File: src/rtl/arb_pkg.sv
// Shared types and default widths for the two-port memory arbiter.
package arb_pkg;
   localparam int DEF_DATA_WIDTH    = 48;
   localparam int DEF_ADDRESS_WIDTH = 8;

   typedef enum logic [1:0] {IDLE, ISSUE, RESP} arbStateT;
   typedef enum logic {OWNER_CPU, OWNER_LD} ownerT;
endpackage

File: src/rtl/arb_priority_picker.sv
// Combinational winner selection between the CPU and loader requests.
module arb_priority_picker
   import arb_pkg::*;
(
   input  logic  cpuReq,
   input  logic  ldReq,
   input  ownerT ptr,
   output logic  grant,
   output ownerT winner
);
   always_comb begin
      grant  = cpuReq | ldReq;
      winner = OWNER_CPU;
      // The pointer only matters on a tie; a lone request always wins.
      if (cpuReq && ldReq) winner = ptr;
      else if (ldReq)      winner = OWNER_LD;
   end
endmodule

File: src/rtl/memory_arbiter.sv
// Arbitrates a CPU and an external loader onto one synchronous single-port memory.
// Define ARB_ROUND_ROBIN_EN for alternating tie priority; otherwise the CPU wins ties.
module memory_arbiter
   import arb_pkg::*;
#(
   parameter int DATA_WIDTH    = DEF_DATA_WIDTH,
   parameter int ADDRESS_WIDTH = DEF_ADDRESS_WIDTH
)(
   input  logic                     clock,
   input  logic                     reset,
   input  logic                     cpu_req,
   input  logic                     cpu_we,
   input  logic [ADDRESS_WIDTH-1:0] cpu_addr,
   input  logic [DATA_WIDTH-1:0]    cpu_wdata,
   output logic [DATA_WIDTH-1:0]    cpu_rdata,
   output logic                     cpu_ack,
   output logic                     cpu_stall,
   input  logic                     ld_req,
   input  logic                     ld_we,
   input  logic [ADDRESS_WIDTH-1:0] ld_addr,
   input  logic [DATA_WIDTH-1:0]    ld_wdata,
   output logic [DATA_WIDTH-1:0]    ld_rdata,
   output logic                     ld_ack,
   output logic                     mem_we,
   output logic [ADDRESS_WIDTH-1:0] mem_addr,
   output logic [DATA_WIDTH-1:0]    mem_wdata,
   input  logic [DATA_WIDTH-1:0]    mem_rdata,
   output logic                     busy
);
   arbStateT                 state;
   ownerT                    owner;
   ownerT                    ptr;
   ownerT                    winner;
   logic                     grant;
   logic                     latWe;
   logic                     memWe;
   logic                     cpuAckR;
   logic                     ldAckR;
   logic [ADDRESS_WIDTH-1:0] latAddr;
   logic [DATA_WIDTH-1:0]    latWdata;
   logic [DATA_WIDTH-1:0]    cpuHold;
   logic [DATA_WIDTH-1:0]    ldHold;

   arb_priority_picker uPicker (
      .cpuReq (cpu_req),
      .ldReq  (ld_req),
      .ptr    (ptr),
      .grant  (grant),
      .winner (winner)
   );

`ifndef ARB_ROUND_ROBIN_EN
   assign ptr = OWNER_CPU;
`endif

   always_ff @(posedge clock or negedge reset) begin
      if (!reset) begin
         state    <= IDLE;
         owner    <= OWNER_CPU;
         latWe    <= 1'b0;
         latAddr  <= '0;
         latWdata <= '0;
         memWe    <= 1'b0;
         cpuAckR  <= 1'b0;
         ldAckR   <= 1'b0;
         cpuHold  <= '0;
         ldHold   <= '0;
`ifdef ARB_ROUND_ROBIN_EN
         ptr      <= OWNER_CPU;
`endif
      end else begin
         case (state)
            IDLE: if (grant) begin
               owner    <= winner;
               latWe    <= (winner == OWNER_LD) ? ld_we    : cpu_we;
               latAddr  <= (winner == OWNER_LD) ? ld_addr  : cpu_addr;
               latWdata <= (winner == OWNER_LD) ? ld_wdata : cpu_wdata;
               // Write strobe is registered so it is high for exactly the ISSUE cycle.
               memWe    <= (winner == OWNER_LD) ? ld_we    : cpu_we;
`ifdef ARB_ROUND_ROBIN_EN
               ptr      <= (winner == OWNER_CPU) ? OWNER_LD : OWNER_CPU;
`endif
               state    <= ISSUE;
            end
            ISSUE: begin
               memWe   <= 1'b0;
               cpuAckR <= (owner == OWNER_CPU);
               ldAckR  <= (owner == OWNER_LD);
               state   <= RESP;
            end
            RESP: begin
               cpuAckR <= 1'b0;
               ldAckR  <= 1'b0;
               if (cpuAckR) cpuHold <= mem_rdata;
               if (ldAckR)  ldHold  <= mem_rdata;
               state   <= IDLE;
            end
            default: state <= IDLE;
         endcase
      end
   end

   // Read data appears in RESP straight from memory, then is held until the next ack.
   assign cpu_rdata = cpuAckR ? mem_rdata : cpuHold;
   assign ld_rdata  = ldAckR  ? mem_rdata : ldHold;
   assign cpu_ack   = cpuAckR;
   assign ld_ack    = ldAckR;
   assign cpu_stall = cpu_req & ~cpuAckR;
   assign mem_we    = memWe;
   assign mem_addr  = latAddr;
   assign mem_wdata = latWdata;
   assign busy      = (state != IDLE);
endmodule

File: config.mk
export PLATFORM = sky130hd
export DESIGN_NAME = memory_arbiter
export DESIGN_NICKNAME = d
export VERILOG_FILES = /design/src/rtl/arb_pkg.sv /design/src/rtl/arb_priority_picker.sv /design/src/rtl/memory_arbiter.sv
export SDC_FILE = /design/constraint.sdc
export NUM_CORES = 1
export LEC_CHECK = 0
export CAP_MARGIN = 10
export CELL_PAD_IN_SITES_DETAIL_PLACEMENT = 1
export CELL_PAD_IN_SITES_GLOBAL_PLACEMENT = 1
export CORE_ASPECT_RATIO = 0.7
export CORE_MARGIN = 2
export CORE_UTILIZATION = 31
export CTS_BUF_LIST = sky130_fd_sc_hd__clkbuf_8
export DETAILED_ROUTE_END_ITERATION = 10
export PLACE_DENSITY = 0.77
export SLEW_MARGIN = 20
export SYNTH_ARGS = -nofsm -noshare
export SYNTH_HDL_FRONTEND = slang
export SYNTH_SLANG_ARGS = --single-unit
File: constraint.sdc
create_clock -name clock -period 2.2 [get_ports clock]
set_clock_uncertainty 0.1 [all_clocks]
set_input_delay 0.44 -clock clock [delete_from_list [all_inputs] [get_ports clock]]
set_output_delay 0.44 -clock clock [all_outputs]
set_load 0.01 [all_outputs]
### Yosys cells after proc, flatten, opt, wreduce, memory -nomap -nowiden

Cells that the tools add are included.

* muxes and demuxes: 13
* equal/unequal tests: 3
* bitwise logic cells: 4
* reductions and logical operators: 7

Operators with widths (number)
* $mux 48: 3
* $mux 8: 1
* $pmux 1 s2: 3
* $reduce_bool 2->1: 3
* $mux 1: 4
* $pmux 2 s2: 1
* $reduce_and 2->1: 2
* $eq 2x1->1 const B: 1
* $eq 2x2->1 const B: 1
* $logic_not 2->1: 1
* $mux 2: 1
* $ne 2x2->1 const B: 1
* $not 1->1: 2
* $and 1x1->1: 1
* $logic_and 1x1->1: 1
* $or 1x1->1: 1

* word-level logic and storage cells: 36
* bits in registers: 158
* output and inout port bits: 157
* input bits: 166

### Depth between registers and ports, before layout

* word-level depth: 5
* mapped depth: 7
* depth with buffers taken out: 5

### Cells and area by module

From an unflattened synthesis, not the netlist that was laid out.

* cell total of the unflattened synthesis: 594
* area, all modules: 7801.2 µm²

By module, submodules not included
* memory_arbiter: cells each 591, times used 1, area each 7783.7 µm², sequential area each 3953.8 µm²
* arb_priority_picker: cells each 3, times used 1, area each 17.5 µm², sequential area each 0.0 µm²

### Least setup slack after synthesis

OpenSTA, ideal clock, no wires.

* kind: reg2reg
* start: register state[0]
* end: register cpuHold[18]
* required time: 1975 ps
* cell stages (with the launch flop): 7
* setup time: 125 ps
* data arrival time: 1514 ps
* buffers on the path: 3
* slack: 462 ps
* period minus slack after synthesis: 1738 ps
* cell sequence: dfrtp_1 inv_1 ha_1 buf_2 buf_2 buf_2 mux2_2

* word-level cells in the longest chain between the ends: 1

Ends and longest elaborated chain
* start: declaration: RTL line memory_arbiter.sv:30 `arbStateT state;`
* start signal: assignment: RTL line memory_arbiter.sv:58 `state <= IDLE;`
* start signal: assignment: RTL line memory_arbiter.sv:83 `state <= ISSUE;`
* start signal: assignment: RTL line memory_arbiter.sv:89 `state <= RESP;`
* $eq 2x2->1: RTL line memory_arbiter.sv:72 `case (state)`
* end signal: assignment: RTL line memory_arbiter.sv:94 `if (cpuAckR) cpuHold <= mem_rdata;`
* end: declaration: RTL line memory_arbiter.sv:41 `logic [DATA_WIDTH-1:0] cpuHold;`

No other way between the ends.
A chain may end at the register's enable or synchronous reset.

### Worst setup path in the final report

* start: register ldAckR, in the netlist ld_ack
* end: output port ld_rdata[10]

* word-level cells in the longest chain between the ends: 1

Ends and longest elaborated chain
* start: declaration: RTL line memory_arbiter.sv:38 `logic ldAckR;`
* start signal: assignment: RTL line memory_arbiter.sv:88 `ldAckR <= (owner == OWNER_LD);`
* $mux 48
* end: declaration: RTL line memory_arbiter.sv:22 `output logic [DATA_WIDTH-1:0] ld_rdata,`

No other way between the ends.

==> impl_metrics.tcl <==
set metrics [dict create \
    worstMarginPinSlew_ns 0.510 \
    start_util_pct 31.5 \
    drc 0 \
    synthCells 586 \
    ys_seq_area_share_pct 51.2 \
    post_drt_wl_per_cell_um 18.9 \
    dieWidth_um 193 \
    mostFrequentLayoutCells "clkdlybuf4s50_1 (221), dfrtp_1 (156), mux2_2 (119)" \
    rows 48 \
    hpwl_um 16500 \
    slew_headroom_pct 66.0 \
    die_y_um 136 \
    syn_to_final_growth_pct 63.0 \
    antenna_found_initial 0 \
    track_usage_pct 18.2 \
    synth-seq-cells 158 \
    synth.area.top_cells "dfrtp_1 (51%), mux2_2 (26%), mux2i_1 (7.3%)" \
    clk_transition_reported_paths_ns 0.09 \
    slew_viol_final 0 \
    cts_tree "yes" \
    antenna_cells 0 \
    arrival_ns 1.72 \
    clk_latency_ns 0.45 \
    reg2regPathDepth 5 \
    period_needed_ns 2.26 \
    yosys.area.top_type "dfrtp_1" \
    synthesis.nets 757 \
    p_leak_nw 5.83 \
    cts_buffers 17 \
    grt-ovfl-total 0 \
    drt_pass1_iterations 4 \
    violations "setup timing" \
    dieArea_mm2 0.0262 \
    path_delay_family "buffers and inverters" \
    critPathLaunchType "flop" \
    r2r-end "cpuHold[19]$_DFFE_PN0N_" \
    critical_path_required_ns 1.66 \
    netlist.area_leader.share_pct 51.2 \
    nets 1116 \
    syn_area_per_cell_um2 13.2 \
    final_area_mm2 0.0126 \
    timing.final.ws_setup_ns -0.0646 \
    r2r-start "cpu_ack$_DFFE_PN0P_" \
    drive_gt1_share_pct 40.7 \
    cp_slowest_stage_delay_ns 0.43 \
    critPathCaptureType "primary output" \
    grt_pass1_vias 6361 \
    power.total_mw 18.9 \
    grt_max_degree 77 \
    io_pins 323 \
    peakVddDrop_uv 654 \
    dpl_cell_area_mm2 0.0114 \
    crit_top_cell "buf_12" \
    cts_root_buf "clkbuf_8" \
    cp_cell_sequence "buf_12 > buf_12 > buf_12 > mux2_4 > buf_6" \
    drt_iter0_drc 159 \
    routed_wl_um 24300 \
    fmax_mhz 442 \
    postRouteAntennaNets 0 \
    path_class "reg -> out" \
    port_buffers 322 \
    num_vias 5884 \
    critical_path_buf_inv_count 4 \
    outcome "finished with violations" \
    rrSetupSlack_ns 0.47 \
    hp-class "in -> async" \
    cp_max_fo 6 \
    final-hold-violation-count 0 \
    syn_area_mm2 0.00773 \
    setup_viol 42 \
    cts_max_level 4 \
    cpMaxStageDelayCell "dfrtp_2" \
    powerDensity_mw_per_mm2 1500 \
    coreArea_mm2 0.0246 \
    fillers 2544 \
    cts_sinks 158 \
    crit_path_start "ld_ack$_DFFE_PN0P_" \
    synth_cell_types 22 \
    rsz0062_at_grt "true" \
    cts_buffer_depth 2 \
    finalCritPeriodShare_pct 103 \
    final_common_cell "clkdlybuf4s50_1" \
    routed_via_density 4.59 \
    ys_warn_count 0 \
    grt_pass1_wl_um 36200 \
    maxCapViolCount 0 \
    routabilityCongestion 0.746 \
]
[repair_timing]
action | CTS | global route
setup buffers | 30 | 9
hold endpoints to repair | 119 | 0
hold buffers | 1 | 0
endpoints found under the setup margin | 100 | 98
cloned | 7 | 2
gates resized for setup | 542 | 63
[area by class of cell]
type                            instances  area [um^2]  share of cell area (%)
Timing Repair Buffer                  381         4080                    32.4
Tap cell                              325          407                    3.23
Multi-Input combinational cell        382         3700                    29.4
Sequential cell                       158         3960                    31.4
Clock inverter                         14          189                    1.50
Clock buffer                           18          248                    1.97
Inverter                                5         18.8                   0.149
[cells by family (layout without fill, tap and decap cells)]
kind of cell	after synthesis	after routing	synth area share, %
muxes	251	251	36.6
DFF	158	158	51.2
and+or+nand+nor	64	64	3.24
AOI/OAI and AO/OA	62	62	4.10
buffers and inverters	46	418	4.10
adders and majority gates	5	5	0.810
[sequential cells by signal, summed over array words and instances (netlist names)]
name,count
mem_wdata,48
ldHold,48
ld_ack,1
cpuHold,48
cpu_ack,1
owner,1
state,2
mem_addr,8
mem_we,1
[synth_stat cells]
| cell | instances |
|---|---|
| a21oi_1 | 2 |
| a22o_1 | 1 |
| buf_12 | 3 |
| buf_2 | 19 |
| buf_4 | 3 |
| buf_6 | 8 |
| clkbuf_1 | 8 |
| dfrtp_1 | 158 |
| ha_1 | 5 |
| inv_1 | 5 |
| mux2_2 | 176 |
| mux2_4 | 19 |
| mux2i_1 | 56 |
| nand2_1 | 57 |
| nand2b_1 | 1 |
| nand3b_1 | 1 |
| nor2_1 | 3 |
| nor2b_1 | 1 |
| nor3_1 | 1 |
| o211ai_1 | 1 |
| o21ai_0 | 27 |
| o21ai_1 | 31 |
[where the power goes]
part           total (mW)  internal (mW)  switching [mW]
registers            5.17           4.38           0.783
clock network        2.44           1.27            1.17
logic                11.3           6.78            4.50
[how the worst max path moves through the flow]
stage | endpoint | slack [ns] | depth (start not counted)
final | ld_rdata[10] | -0.06 | 5
after global routing | cpu_rdata[29] | -0.16 | 4
after CTS | cpu_rdata[27] | -0.22 | 5
after detailed placement | ld_rdata[35] | -0.09 | 3
after global placement | ld_rdata[36] | -0.11 | 3
after floorplan | cpuHold[18]$_DFFE_PN0N_ | 0.46 | 6
[metal layers]
metal | part of all wire [%] | up-vias | global-route usage [%] | wire length, um
met4 | 0.86 | 0 | 3.86 | 208
li1 | - | 2780 | - | -
met3 | 7.0 | 14 | 5.78 | 1710
met1 | 44 | 2934 | 23.4 | 10700
met5 | 0 | - | 0 | 0
met2 | 48 | 156 | 29.9 | 11700
[stage by stage]
| stage | worst slack (ns) | hold slack (ns) | instances | setup TNS, ns | utilization, % |
|---|---|---|---|---|---|
| 5_1_grt | -0.158 | 0.203 | 1283 | -8.49 | 51.3 |
| 3_5_place_dp | -0.0900 | 0.143 | 1214 | -0.576 | 46.4 |
| 4_1_cts | -0.224 | 0.203 | 1284 | -9.54 | 51.1 |
| 3_3_place_gp | -0.107 | 0.145 | 1214 | -0.552 | 46.4 |
| 2_1_floorplan | 0.462 | 0.0444 | 586 | 0 | - |
| 6_report | -0.0646 | 0.232 | 1283 | -1.52 | 51.3 |
Note: power is estimated with default switching activity, not from simulation.
